File: src/rtl/audio_mixer_nch_pkg.sv
// Shared audio types and helpers: mixer FSM states, volume scaling, and a saturating clamp.
package audio_pkg;

    typedef enum logic [1:0] {
        IDLE  = 2'd0,
        ACCUM = 2'd1,
        SAT   = 2'd2
    } mixer_state_t;

    // Volume is in 256ths of full scale.
    localparam int VOL_UNITY_SHIFT = 8;

    typedef struct packed {
        logic        clipped;
        logic [63:0] val;
    } sat_res_t;

    // Clamp a wide accumulator to an in_w-bit sample range; val holds the
    // clamped value sign- or zero-extended to 64 bits.
    function automatic sat_res_t sat_clamp(
        input logic signed [63:0] acc,
        input int unsigned        in_w,
        input logic               is_signed
    );
        logic signed [63:0] hi;
        logic signed [63:0] lo;
        sat_res_t           r;
        if (is_signed) begin
            hi = (64'sd1 <<< (in_w - 1)) - 64'sd1;
            lo = -(64'sd1 <<< (in_w - 1));
        end else begin
            hi = (64'sd1 <<< in_w) - 64'sd1;
            lo = 64'sd0;
        end
        r.clipped = 1'b0;
        r.val     = acc;
        if (acc > hi) begin
            r.val     = hi;
            r.clipped = 1'b1;
        end else if (acc < lo) begin
            r.val     = lo;
            r.clipped = 1'b1;
        end
        return r;
    endfunction

endpackage

File: src/rtl/audio_mixer_nch.sv
// N-channel stereo mixer: one shared multiply-accumulate per clock, result valid NUM_CH+1 cycles after strobe.
// No backpressure: strobes arriving while a mix is in flight are dropped and raise overrun_o.
module audio_mixer_nch #(
    parameter int NUM_CH    = 4,
    parameter int IN_WIDTH  = 16,
    parameter int OUT_WIDTH = 16,
    parameter int IS_SIGNED = 0
) (
    input  logic                       clk,
    input  logic                       reset,
    input  logic                       sample_strobe_i,
    input  logic [NUM_CH*IN_WIDTH-1:0] ch_sample_i,
    input  logic [NUM_CH*8-1:0]        ch_vol_i,
    input  logic [NUM_CH-1:0]          ch_route_l_i,
    input  logic [NUM_CH-1:0]          ch_route_r_i,
    input  logic                       mute_i,
    input  logic                       clear_flags_i,
    output logic [OUT_WIDTH-1:0]       audio_l_o,
    output logic [OUT_WIDTH-1:0]       audio_r_o,
    output logic                       valid_o,
    output logic                       busy_o,
    output logic                       clip_l_o,
    output logic                       clip_r_o,
    output logic                       overrun_o
);
    import audio_pkg::*;

    localparam int ACC_W  = IN_WIDTH + 2 + $clog2(NUM_CH);
    localparam int PROD_W = IN_WIDTH + 10;
    localparam int IDX_W  = (NUM_CH > 1) ? $clog2(NUM_CH) : 1;

    mixer_state_t                state_q, state_d;
    logic [IDX_W-1:0]            idx_q, idx_d;
    logic signed [ACC_W-1:0]     acc_l_q, acc_l_d;
    logic signed [ACC_W-1:0]     acc_r_q, acc_r_d;
    logic [NUM_CH*IN_WIDTH-1:0]  sh_sample_q, sh_sample_d;
    logic [NUM_CH*8-1:0]         sh_vol_q, sh_vol_d;
    logic [NUM_CH-1:0]           sh_route_l_q, sh_route_l_d;
    logic [NUM_CH-1:0]           sh_route_r_q, sh_route_r_d;
    logic                        sh_mute_q, sh_mute_d;
    logic [OUT_WIDTH-1:0]        audio_l_q, audio_l_d;
    logic [OUT_WIDTH-1:0]        audio_r_q, audio_r_d;
    logic                        valid_q, valid_d;
    logic                        busy_q, busy_d;
    logic                        clip_l_q, clip_l_d;
    logic                        clip_r_q, clip_r_d;
    logic                        overrun_q, overrun_d;

    logic [IN_WIDTH-1:0]         samp;
    logic signed [IN_WIDTH:0]    samp_x;
    logic signed [8:0]           vol_x;
    logic signed [PROD_W-1:0]    prod;
    logic signed [ACC_W-1:0]     term;
    sat_res_t                    sat_l;
    sat_res_t                    sat_r;

    // Shared multiplier datapath for the channel selected by idx_q.
    always_comb begin
        samp   = sh_sample_q[int'(idx_q)*IN_WIDTH +: IN_WIDTH];
        samp_x = (IS_SIGNED != 0) ? $signed({samp[IN_WIDTH-1], samp}) : $signed({1'b0, samp});
        vol_x  = $signed({1'b0, sh_vol_q[int'(idx_q)*8 +: 8]});
        prod   = PROD_W'(samp_x) * PROD_W'(vol_x);
        term   = ACC_W'(prod >>> VOL_UNITY_SHIFT);
        sat_l  = sat_clamp(64'(acc_l_q), IN_WIDTH, IS_SIGNED != 0);
        sat_r  = sat_clamp(64'(acc_r_q), IN_WIDTH, IS_SIGNED != 0);
    end

    always_comb begin
        state_d      = state_q;
        idx_d        = idx_q;
        acc_l_d      = acc_l_q;
        acc_r_d      = acc_r_q;
        sh_sample_d  = sh_sample_q;
        sh_vol_d     = sh_vol_q;
        sh_route_l_d = sh_route_l_q;
        sh_route_r_d = sh_route_r_q;
        sh_mute_d    = sh_mute_q;
        audio_l_d    = audio_l_q;
        audio_r_d    = audio_r_q;
        valid_d      = 1'b0;
        busy_d       = busy_q;
        // Clear first so any set below in the same cycle wins.
        clip_l_d     = clear_flags_i ? 1'b0 : clip_l_q;
        clip_r_d     = clear_flags_i ? 1'b0 : clip_r_q;
        overrun_d    = clear_flags_i ? 1'b0 : overrun_q;

        case (state_q)
            IDLE: begin
                if (sample_strobe_i) begin
                    sh_sample_d  = ch_sample_i;
                    sh_vol_d     = ch_vol_i;
                    sh_route_l_d = ch_route_l_i;
                    sh_route_r_d = ch_route_r_i;
                    sh_mute_d    = mute_i;
                    acc_l_d      = '0;
                    acc_r_d      = '0;
                    idx_d        = '0;
                    busy_d       = 1'b1;
                    state_d      = ACCUM;
                end
            end
            ACCUM: begin
                if (sample_strobe_i) overrun_d = 1'b1;
                if (sh_route_l_q[idx_q]) acc_l_d = acc_l_q + term;
                if (sh_route_r_q[idx_q]) acc_r_d = acc_r_q + term;
                idx_d = idx_q + IDX_W'(1);
                if (idx_q == IDX_W'(NUM_CH - 1)) state_d = SAT;
            end
            SAT: begin
                if (sample_strobe_i) overrun_d = 1'b1;
                if (sh_mute_q) begin
                    audio_l_d = '0;
                    audio_r_d = '0;
                end else begin
                    audio_l_d = OUT_WIDTH'(sat_l.val << (OUT_WIDTH - IN_WIDTH));
                    audio_r_d = OUT_WIDTH'(sat_r.val << (OUT_WIDTH - IN_WIDTH));
                    if (sat_l.clipped) clip_l_d = 1'b1;
                    if (sat_r.clipped) clip_r_d = 1'b1;
                end
                valid_d = 1'b1;
                busy_d  = 1'b0;
                state_d = IDLE;
            end
            default: begin
                busy_d  = 1'b0;
                state_d = IDLE;
            end
        endcase
    end

    always_ff @(posedge clk) begin
        if (reset) begin
            state_q      <= IDLE;
            idx_q        <= '0;
            acc_l_q      <= '0;
            acc_r_q      <= '0;
            sh_sample_q  <= '0;
            sh_vol_q     <= '0;
            sh_route_l_q <= '0;
            sh_route_r_q <= '0;
            sh_mute_q    <= 1'b0;
            audio_l_q    <= '0;
            audio_r_q    <= '0;
            valid_q      <= 1'b0;
            busy_q       <= 1'b0;
            clip_l_q     <= 1'b0;
            clip_r_q     <= 1'b0;
            overrun_q    <= 1'b0;
        end else begin
            state_q      <= state_d;
            idx_q        <= idx_d;
            acc_l_q      <= acc_l_d;
            acc_r_q      <= acc_r_d;
            sh_sample_q  <= sh_sample_d;
            sh_vol_q     <= sh_vol_d;
            sh_route_l_q <= sh_route_l_d;
            sh_route_r_q <= sh_route_r_d;
            sh_mute_q    <= sh_mute_d;
            audio_l_q    <= audio_l_d;
            audio_r_q    <= audio_r_d;
            valid_q      <= valid_d;
            busy_q       <= busy_d;
            clip_l_q     <= clip_l_d;
            clip_r_q     <= clip_r_d;
            overrun_q    <= overrun_d;
        end
    end

    assign audio_l_o = audio_l_q;
    assign audio_r_o = audio_r_q;
    assign valid_o   = valid_q;
    assign busy_o    = busy_q;
    assign clip_l_o  = clip_l_q;
    assign clip_r_o  = clip_r_q;
    assign overrun_o = overrun_q;

endmodule

File: config.mk
export PLATFORM = sky130hd
export DESIGN_NAME = audio_mixer_nch
export DESIGN_NICKNAME = d
export VERILOG_FILES = /design/src/rtl/audio_mixer_nch_pkg.sv /design/src/rtl/audio_mixer_nch.sv
export SDC_FILE = /design/constraint.sdc
export NUM_CORES = 1
export LEC_CHECK = 0
export ABC_AREA = 1
export BUFFER_PORTS_ARGS = -buffer_cell sky130_fd_sc_hd__buf_2
export CAP_MARGIN = 15
export CORE_MARGIN = 3
export CORE_UTILIZATION = 45
export CTS_CLUSTER_SIZE = 12
export DETAILED_ROUTE_END_ITERATION = 8
export PLACE_DENSITY = 0.63
export SLEW_MARGIN = 30
export SYNTH_ARGS = -nofsm -noshare
export SYNTH_HDL_FRONTEND = slang
export SYNTH_SLANG_ARGS = --single-unit
File: constraint.sdc
create_clock -name clk -period 6.8 [get_ports clk]
set_input_delay 1.36 -clock clk [delete_from_list [all_inputs] [get_ports clk]]
set_output_delay 1.36 -clock clk [all_outputs]
set_load 0.02 [all_outputs]
# After elaboration in Yosys (flattened, before gate mapping)
# Cells that the tools add are included.
[classes]
add_sub_neg = 3
n_mul = 1
n_lt_le_gt_ge = 5
n_eq_ne = 7
shifts = 2
muxes = 34
bitwise = 1
n_reduce_logical = 9
[ops]
columns = ["cell", "n"]
rows = [
  ["$mux W65", 4],
  ["$pmux W20 S2", 2],
  ["$shiftx A64 B7 Y16", 1],
  ["$mux W20", 3],
  ["$add A20 B17 Y20", 2],
  ["$gt A20 B17 Y1 const B", 2],
  ["$lt A20 B1 Y1 const B", 2],
  ["$mux W16", 2],
  ["$shiftx A32 B6 Y8", 1],
  ["$mul A16 B8 Y24", 1],
  ["$mux W1", 15],
  ["$ne A2 B2 Y1 const B", 4],
  ["$pmux W2 S2", 2],
  ["$reduce_and A2 Y1", 4],
  ["$mux W2", 3],
  ["$reduce_and A3 Y1", 2],
  ["$bmux W1 S2", 2],
  ["$eq A2 B2 Y1 const B", 2],
  ["$lt A2 B3 Y1 const B", 1],
  ["$add A2 B1 Y2 const B", 1],
  ["$eq A2 B1 Y1 const B", 1],
  ["$logic_not A2 Y1", 1],
  ["$pmux W1 S2", 1],
  ["$reduce_bool A2 Y1", 1],
  ["2 further kinds", 2],
]
[totals]
ff_bits = 186
in_bits = 109
out_inout_bits = 37
elab_cells = 78

# Logic depth before layout (Yosys ltp)
# Gate-level depths: netlist of the first run.
[logic_depth]
ltp_word = 6
ltp_mapped = 38
mapped_depth_nobuf = 34

# Least setup slack after synthesis of the first run
# No wires, ideal clock.
[synth_timing]
path_kind = "reg2reg"
startpoint = "register idx_q[1]"
endpoint = "register acc_r_q[18]"
setup_ns = 0.113
arrival_time_ns = 5.995
t_required_ns = 6.687
setup_slack_ns = 0.692
path_stages_with_launch = 34
n_path_buf = 3
synth_period_minus_slack_ns = 6.108
path_cell_list = "dfxtp_1 -> buf_4 -> inv_2 -> buf_2 -> buf_2 -> a21oi_1 -> a32oi_1 -> inv_1 -> nor2_1 -> fa_1 -> fa_1 -> fa_1 -> inv_1 -> fa_1 -> inv_1 -> ha_1 -> nand2_1 -> o21a_1 -> nand2_2 -> xor2_1 -> inv_1 -> fa_1 -> inv_1 -> nand3_1 -> nand2_1 -> nand2_1 -> nand2_1 -> o21ai_0 -> o21ai_1 -> a21oi_1 -> nor2_1 -> nand2_1 -> nand2_1 -> nor2_1"
[synth_via]
elab_chain_len = 5
elab_cells_between_ends = 10
classes_between = "1 x add/sub; 1 x mul; 1 x eq/ne; 2 x shift; 4 x mux; 1 x reduce/logical"
[synth_lines]
columns = ["element", "line_no", "rtl"]
rows = [
  ["from (decl)", "audio_mixer_nch.sv:33", "logic [IDX_W-1:0] idx_q, idx_d;"],
  ["from (signal assigned)", "audio_mixer_nch.sv:151", "idx_q <= idx_d;"],
  ["$shiftx A64 B7 Y16 / $shiftx A32 B6 Y8 (equally long branches)", "audio_mixer_nch.sv:59, audio_mixer_nch.sv:61", ""],
  ["$mul A16 B8 Y24", "audio_mixer_nch.sv:62", "prod = PROD_W'(samp_x) * PROD_W'(vol_x);"],
  ["$add A20 B17 Y20", "audio_mixer_nch.sv:105", "if (sh_route_r_q[idx_q]) acc_r_d = acc_r_q + term;"],
  ["$mux W20", "audio_mixer_nch.sv:105", ""],
  ["$pmux W20 S2", "audio_mixer_nch.sv:87", "case (state_q)"],
  ["to (signal assigned)", "audio_mixer_nch.sv:153", "acc_r_q <= acc_r_d;"],
  ["to (decl)", "audio_mixer_nch.sv:35", "logic signed [ACC_W-1:0] acc_r_q, acc_r_d;"],
]
# Several ways; a longest one is shown, not always the timed one. The select of a mux whose other input is x is not followed.
# A chain may end at the register's enable or synchronous reset.

# Worst setup path in the final report of the first run
[layout_timing]
startpoint = "register idx_q[0]"
endpoint = "register acc_l_q[16]"
[layout_via]
elab_chain_len = 5
elab_cells_between_ends = 10
classes_between = "1 x add/sub; 1 x mul; 1 x eq/ne; 2 x shift; 4 x mux; 1 x reduce/logical"
[layout_lines]
columns = ["element", "line_no", "rtl"]
rows = [
  ["$shiftx A64 B7 Y16 / $shiftx A32 B6 Y8 (equally long branches)", "audio_mixer_nch.sv:59, audio_mixer_nch.sv:61", ""],
  ["$mul A16 B8 Y24", "audio_mixer_nch.sv:62", ""],
  ["$add A20 B17 Y20", "audio_mixer_nch.sv:104", "if (sh_route_l_q[idx_q]) acc_l_d = acc_l_q + term;"],
  ["$mux W20", "audio_mixer_nch.sv:104", ""],
  ["$pmux W20 S2", "audio_mixer_nch.sv:87", ""],
  ["to (signal assigned)", "audio_mixer_nch.sv:152", "acc_l_q <= acc_l_d;"],
  ["to (decl)", "audio_mixer_nch.sv:34", "logic signed [ACC_W-1:0] acc_l_q, acc_l_d;"],
]
# Several ways; a longest one is shown, not always the timed one. The select of a mux whose other input is x is not followed.

==> run summary, run 1 <==
status: finished clean
xor and xnor fraction of the mapped netlist area: 1.145%
worst hold path class: reg2reg
Total GRT Usage: 22.94%
Fill cells: 2778
final hold slack: 0.4631 ns
commonest non-fill, non-tap cell in the layout: nor2_1
clock slew at reported path FFs: 0.09 ns
core area: 28160 sq um
Detail Placement HPWL: 27240 microns
nets@finish: 2216
GR Util met3: 2.946%
cts bufs inserted: 17
clk_skew: 0.01937 ns
Die Y: 176.0 microns
Routed WL: 36080 microns
area grow syn2layout: 16.67%
largest area contributor in the netlist: dfxtp_1
DR vias/cell: 5.188
mean post-synth cell area: 7.204 sq um
required time worst endpoint: 7.13 ns
Slew Viols, Final: 0
global routing's busiest layer: met2
sequential area share after synthesis: 28.63%
worst-path fanout max: 13
Compound-Gate Fraction of Synth Area: 17.20%
unrepaired setup endpoints after global routing: true
# diodes: 0
Post-DRT Antenna Nets: 0
register area: 3731 sq um
first-pass GRT wire length: 58000 microns
Hold-fix buffers, CTS: 0
antenna violations before repair: 0
Synth top area share: 28.63%
fmax: 154.4 MHz
gr ovfl total: 0
clock sink count: 186
max-capacitance violation count: 0
Synth Area in Adders: 20.49%
I/O pin cnt: 146
Initial Utilization: 46.17%
Multi-input gate area: 8451 sq um
CP Data Arrival Time: 6.81 ns
placed instance area: 14140 sq um
GR Layer Usage met1: 30.73%
Crit Path Category: reg2reg
Pleak: 6.883 nW
ys flop type: dfxtp_1
Critical Path Max Stage Delay: 0.55 ns
Slowest cell on crit path: fa_1
FF+latch count, synth: 186
total number of vias: 12119
overall power: 4.005 mW
relative slew slack: 43.03%
Clk Latency, worst-skew pair: 0.45 ns
clock buffer depth: 2
CTS tree: built
met2 usage: 39.02%
combinational family with the most area after synthesis: simple AND/OR/NAND/NOR gates
Synth Cell Area: 13000 sq um
Synthesized Nets: 2076
commonest cells after routing, fill and taps aside: 354 x nor2_1, 317 x nand2_1, 184 x dfxtp_1
routed len/inst: 15.44 microns
# setup viols final: 0
Max VDD drop: 0.1790 mV
Simple-Gate Fraction of Synth Area: 24.21%
post-synth cell types: 47
die area: 30970 sq um
drt initial violations: 728
top post-synthesis cells by area: dfxtp_1 29%, fa_1 13%, nor2_1 10%
Most common cell on crit path: nand2_1
std cell rows: 61
Post-synth EDFFs: 0
die extent in x: 176.0 microns
crit path time final: 6.476 ns
largest net degree at the start of global routing: 111
Critical Path Source Type: flop
vias in the first global route: 11591
Finished Cell Area: 15170 sq um
layout cell share with drive strength beyond 1: 17.01%
multiplexer share of the synthesized area: 0%
CTS Root Cell: clkbuf_16
I/O Buffers: 145
crit share post-route: 95.23%
ys async rst share: 0%
synth warn: 0
DR DRC count: 0
router iterations before antenna repair: 6
P per Cell Area: 264.0 nW/um^2
Final Hold Viols: 0
Crit. End Element: flop
cells after synthesis: 1805
Least-Margin Pin Slew: 0.8545 ns
htree depth: 4
placer congestion estimate: 0.9232
## metrics by stage
stage                     setup slack, ns  util, %  instances  TNS [ns]
after CTS                        0.001098    52.40       2328         0
after global routing             -0.05143    53.87       2336   -0.1268
after global placement            -0.1197    50.21       2296   -0.4189
after detailed placement          -0.1738    50.21       2296   -0.7388
final                              0.3244    53.87       2336         0
after floorplan                    0.6920        -       1805         0
## cell families after synthesis
family	Yosys count
flops	186
buf+inv	260
compound gates	405
fa+ha+maj	162
xor+xnor	17
simple gates	775
## cell usage after synthesis, types with 2 or more instances
library cell,count
inv_2,6
nor3_1,6
nand3b_1,8
nand2_2,9
buf_6,5
a32oi_2,6
nand4_1,9
ha_1,77
o21bai_1,2
a211oi_1,2
a31oi_1,2
dfxtp_1,186
nor4_1,3
clkbuf_1,42
buf_2,19
o21ai_2,3
a221oi_1,2
a21oi_1,162
inv_1,179
fa_1,85
nand2_1,320
nand2_4,2
or2_2,5
a21o_1,4
o21ai_1,12
a32oi_1,12
buf_4,6
xnor2_1,5
nand3_2,8
nor2_1,362
nand3_1,40
nor2_4,2
o21a_1,7
xor2_1,12
o22ai_1,3
o21ai_0,181
## power breakdown
part | leakage [nW] | total [mW] | switching [mW] | internal (mW)
registers | 1.53 | 1.25 | 0.0665 | 1.18
logic | 5.06 | 1.71 | 1.08 | 0.628
clock network | 0.297 | 1.05 | 0.542 | 0.509
## flip-flops by register name, indices dropped and copies added, names as in the netlist
name          count
sh_sample_q      64
sh_vol_q         32
overrun_o         1
idx_q             2
acc_l_q          20
sh_route_l_q      4
state_q           2
sh_route_r_q      4
busy_o            1
audio_r_o        16
valid_o           1
clip_l_o          1
audio_l_o        16
acc_r_q          20
clip_r_o          1
sh_mute_q         1
## per-layer routing
| layer | up-vias | routed length [microns] |
|---|---|---|
| met5 | - | 0 |
| li1 | 6119 | - |
| met4 | 0 | 881 |
| met1 | 5631 | 16570 |
| met3 | 49 | 1538 |
| met2 | 320 | 17090 |
## path summary, 6_finish.rpt
check	startpoint	end	slack (ns)	cells after the start
hold reg to reg	audio_r_o[12]	audio_r_o[12]	0.46	2
setup / recovery	idx_q[0]	acc_l_q[16]	0.32	31
hold / removal	audio_r_o[12]	audio_r_o[12]	0.46	2
setup reg to reg	idx_q[0]	acc_l_q[16]	0.32	31
## area by class of cell
cell class                 instances  area share, %
clock inverter                    14          1.113
multi-input combinational       1359          55.70
clock buffer                      18          2.895
timing repair buffer             193          7.604
inverter                         187          4.915
timing repair inverter             1        0.05773
sequential                       186          24.59
tap                              378          3.118
## worst max-delay path: cells and delay by family (launching register included)
kind | cells | cell delay (ns)
DFF | 1 | 0.51
adders and majority gates | 6 | 2.76
buffers and inverters | 8 | 0.82
AOI/OAI and AO/OA | 5 | 0.87
and+or+nand+nor | 11 | 1.26
xor gates and xnor gates | 1 | 0.15
## repair_timing
item                       in CTS  in global routing
pin swaps                       0                 12
buffers inserted                0                  5
gates resized for setup         2                 86
setup endpoints to repair      14                 28
cloned                          0                  3
No activity file was read; power rests on OpenSTA's default activity.
==> inputs of run 2 (changes only) <==
ABC_AREA = not set   (was 1)
CTS_CLUSTER_SIZE = 30   (was 12)
==> run 2 against run 1 <==
- the run now ends with negative setup slack left
- fmax shrank 9.2%
- global-route usage shrank 0.085 points
- first-iteration DRC count grew 0.55%
- critical path depth is the same
- largest cell class unchanged
- clock power grew 6%
- via count shrank 4.9%
- register-to-register slack lost 0.66 ns
- routed wire length shrank 1.4%
- largest power group is now sequential cells
- worst setup slack lost 0.66 ns
- die area shrank 3.1%
==> run summary, run 2 <==
status: finished, violations left
failing checks: negative setup slack
post-synth cell types: 62 (+32%)
depth of the worst register-to-register path: 31 (unchanged)
required time worst endpoint: 7.15 ns (+0.02 ns)
Slew Viols, Final: 0 (unchanged)
I/O Buffers: 145 (unchanged)
I/O pin cnt: 146 (unchanged)
Post-DRT Antenna Nets: 0 (unchanged)
fin worst setup slack: -0.3323 ns (-0.6568 ns)
max reg flops: 64 (unchanged)
reg-to-reg startpoint: idx_q[0]
synth warn: 0 (unchanged)
worst setup path endpoint: acc_l_q[15]
Crit Path Category: reg2reg
Most common cell on crit path: fa_1
Synth top area share: 29.58% (+0.95 points)
die extent in x: 173.2 microns (-1.6%)
first-pass GRT wire length: 56910 microns (-1.9%)
commonest non-fill, non-tap cell in the layout: nand2_1
fin cells: 2175 (-6.9%)
antenna violations before repair: 0 (unchanged)
clock sink count: 186 (unchanged)
final hold slack: 0.4548 ns (-0.008269 ns)
nets@finish: 2061 (-7.0%)
Switching Share: 33.16% (-8.9 points)
routed len/inst: 16.36 microns (+5.9%)
Final Hold Viols: 0 (unchanged)
router iterations before antenna repair: 5 (-1)
ys async rst share: 0% (unchanged)
top post-synthesis cells by area: dfxtp_1 30%, fa_1 14%, nand2_1 8.3%
Crit. End Element: flop
Synthesized Nets: 1751 (-16%)
Detail Placement HPWL: 25070 microns (-8.0%)
gr ovfl total: 0 (unchanged)
CP Data Arrival Time: 7.48 ns (+0.67 ns)
Switching Power: 0.9857 mW (-42%)
worst hold path class: reg2reg
Die Y: 173.2 microns (-1.6%)
crit path time final: 7.132 ns (+0.6568 ns)
cts bufs inserted: 17 (unchanged)
worst flop-to-flop path endpoint: acc_l_q[15]
drt initial violations: 732 (+0.55%)
htree depth: 4 (unchanged)
Post-synth EDFFs: 0 (unchanged)
P per Cell Area: 175.7 nW/um^2 (-33%)
count leader, synth: nand2_1
Initial Utilization: 46.19% (about the same)
Fill cells: 2287 (-18%)
commonest cells after routing, fill and taps aside: 273 x nand2_1, 185 x dfxtp_1, 178 x buf_4
largest registers: sh_sample_q (64), sh_vol_q (32)
FF+latch count, synth: 186 (unchanged)
Hold-fix buffers, CTS: 0 (unchanged)
placed instance area: 14720 sq um (+4.1%)
worst-path fanout max: 6 (-7)
# diodes: 0 (unchanged)
pre-CTS WS: -0.6064 ns (-0.4326 ns)
unrepaired setup endpoints after global routing: true
max-capacitance violation count: 0 (unchanged)
Critical Path Max Stage Delay: 0.59 ns (+0.04 ns)
sequential area share after synthesis: 29.58% (+0.95 points)
placer congestion estimate: 0.8876 (-3.9%)
Least-Margin Pin Slew: 0.9887 ns (+0.1342 ns)
relative slew slack: 33.54% (-9.5 points)
std cell rows: 60 (-1.6%)
vias in the first global route: 11446 (-1.3%)
sequential share of power: 39.0% (+7.8 points)
Worst R2R Setup Slack: -0.33 ns (-0.66 ns)
DR vias/cell: 5.299 (+2.1%)
Max VDD drop: 0.2077 mV (+16%)
CTS tree: built
Pleak: 7.728 nW (+12%)
clock power share: 37.2% (+11 points)
cells after synthesis: 1480 (-18%)
Logic pwr share: 23.8% (-19 points)
crit share post-route: 104.9% (+9.7 points)
largest area contributor in the netlist: dfxtp_1
fmax: 140.2 MHz (-9.2%)
Synth Cell Area: 12590 sq um (-3.2%)
core area: 27250 sq um (-3.2%)
# setup viols final: 18 (+18)
clock slew at reported path FFs: 0.09 ns (about the same)
Int Power: 1.987 mW (-14%)
crit path launch: idx_q[0]
Placed Instances: 2071 (-9.8%)
Post-synth top cells: 279 x nand2_1, 186 x dfxtp_1, 183 x a21oi_1
Critical Path Source Type: flop
Slowest cell on crit path: mux4_2
Clk Latency, worst-skew pair: 0.45 ns (about the same)
DR DRC count: 0 (unchanged)
CTS Root Cell: clkbuf_16
mean post-synth cell area: 8.505 sq um (+18%)
layout cell share with drive strength beyond 1: 32.28% (+15 points)
clock buffer depth: 2 (unchanged)
register area: 3727 sq um (-0.10%)
ys flop type: dfxtp_1
Multi-input gate area: 9056 sq um (+7.2%)
clk_skew: 0.01694 ns (-0.002435 ns)
Routed WL: 35580 microns (-1.4%)
largest net degree at the start of global routing: 108 (-2.7%)
total number of vias: 11525 (-4.9%)
Finished Cell Area: 16920 sq um (+12%)
die area: 30010 sq um (-3.1%)
Biggest register: sh_sample_q
area grow syn2layout: 34.43%
Total GRT Usage: 22.86% (-0.085 points)
-- run 2: cell types whose count changed after synthesis, sizes merged, moves of 15 or more --
cell / change
xnor2: +22
inv: -65
a32oi: -17
a21oi: +21
mux4: +26
a22oi: +15
nand2b: +43
o21ai: -132
and2: +89
buf: -15
nand3: -33
nor2: -315
nand2: -52
-- run 2: layer usage --
layer | up-vias | track usage [%] | wire, microns
met2 | 325 | 37.23 | 17080
met5 | - | 0 | 0
met4 | 0 | 5.169 | 629
met1 | 5577 | 32.28 | 16020
li1 | 5573 | - | -
met3 | 50 | 3.504 | 1849
-- run 2: cells by family after synthesis --
group           Yosys count  share of synthesized area, %
mux                      29                         4.930
simple gates            538                         20.30
xor+xnor                 36                         2.505
buf+inv                 193                         5.825
compound gates          336                         15.69
flops                   186                         29.58
fa+ha+maj               162                         21.17
-- run 2: area by class of cell --
class	instances	area share (%)
Multi-Input combinational cell	1101	53.52
Sequential cell	186	22.03
Timing Repair Buffer	362	15.22
Clock buffer	17	2.514
Clock inverter	15	1.257
Inverter	122	2.706
Tap cell	372	2.751
-- run 2: through the flow --
step           power (mW)  TNS [ns]  util, %
2_1_floorplan       1.533   -0.8996        -
3_3_place_gp        1.759    -5.110    53.98
3_5_place_dp        1.772    -6.989    54.02
4_1_cts             2.915    -2.570    59.17
5_1_grt             3.102    -8.432    62.09
6_report            2.972    -3.731    62.09
-- run 2: worst max-delay path: cells and delay by family (launching register included) --
| kind | cells | cell delay, ns |
|---|---|---|
| fa+ha+maj | 6 | 2.43 |
| flops | 1 | 0.41 |
| buf+inv | 9 | 0.97 |
| mux | 1 | 0.59 |
| xor+xnor | 1 | 0.15 |
| simple gates | 4 | 0.97 |
| compound gates | 10 | 1.53 |
-- run 2: how the worst min path moves through the flow --
| stage | start | to | slack [ns] | cells after the start |
|---|---|---|---|---|
| 6_report | sh_sample_q[46] | sh_sample_q[46] | 0.45 | 2 |
| 5_1_grt | sh_vol_q[22] | sh_vol_q[22] | 0.48 | 2 |
| 2_1_floorplan | sh_sample_q[17] | sh_sample_q[17] | 0.43 | 2 |
| 4_1_cts | sh_sample_q[41] | sh_sample_q[41] | 0.46 | 2 |
| 3_5_place_dp | sh_sample_q[41] | sh_sample_q[41] | 0.45 | 2 |
| 3_3_place_gp | sh_sample_q[44] | sh_sample_q[44] | 0.44 | 2 |
-- run 2: power by group through the flow --
stage                     combinational, mW  clock, mW  sequential, mW
after global placement                0.578          0            1.18
after global routing                  0.777       1.16            1.16
final                                 0.706       1.11            1.16
after floorplan                       0.357          0            1.18
after detailed placement              0.589          0            1.18
after CTS                             0.636       1.12            1.16
-- run 2: timing repair --
action / 4_1_cts / 5_1_grt
pin swaps: 43 / 75
setup buffers: 35 / 40
setup endpoints to repair: 23 / 26
cloned: 1 / 1
resized for setup: 106 / 117
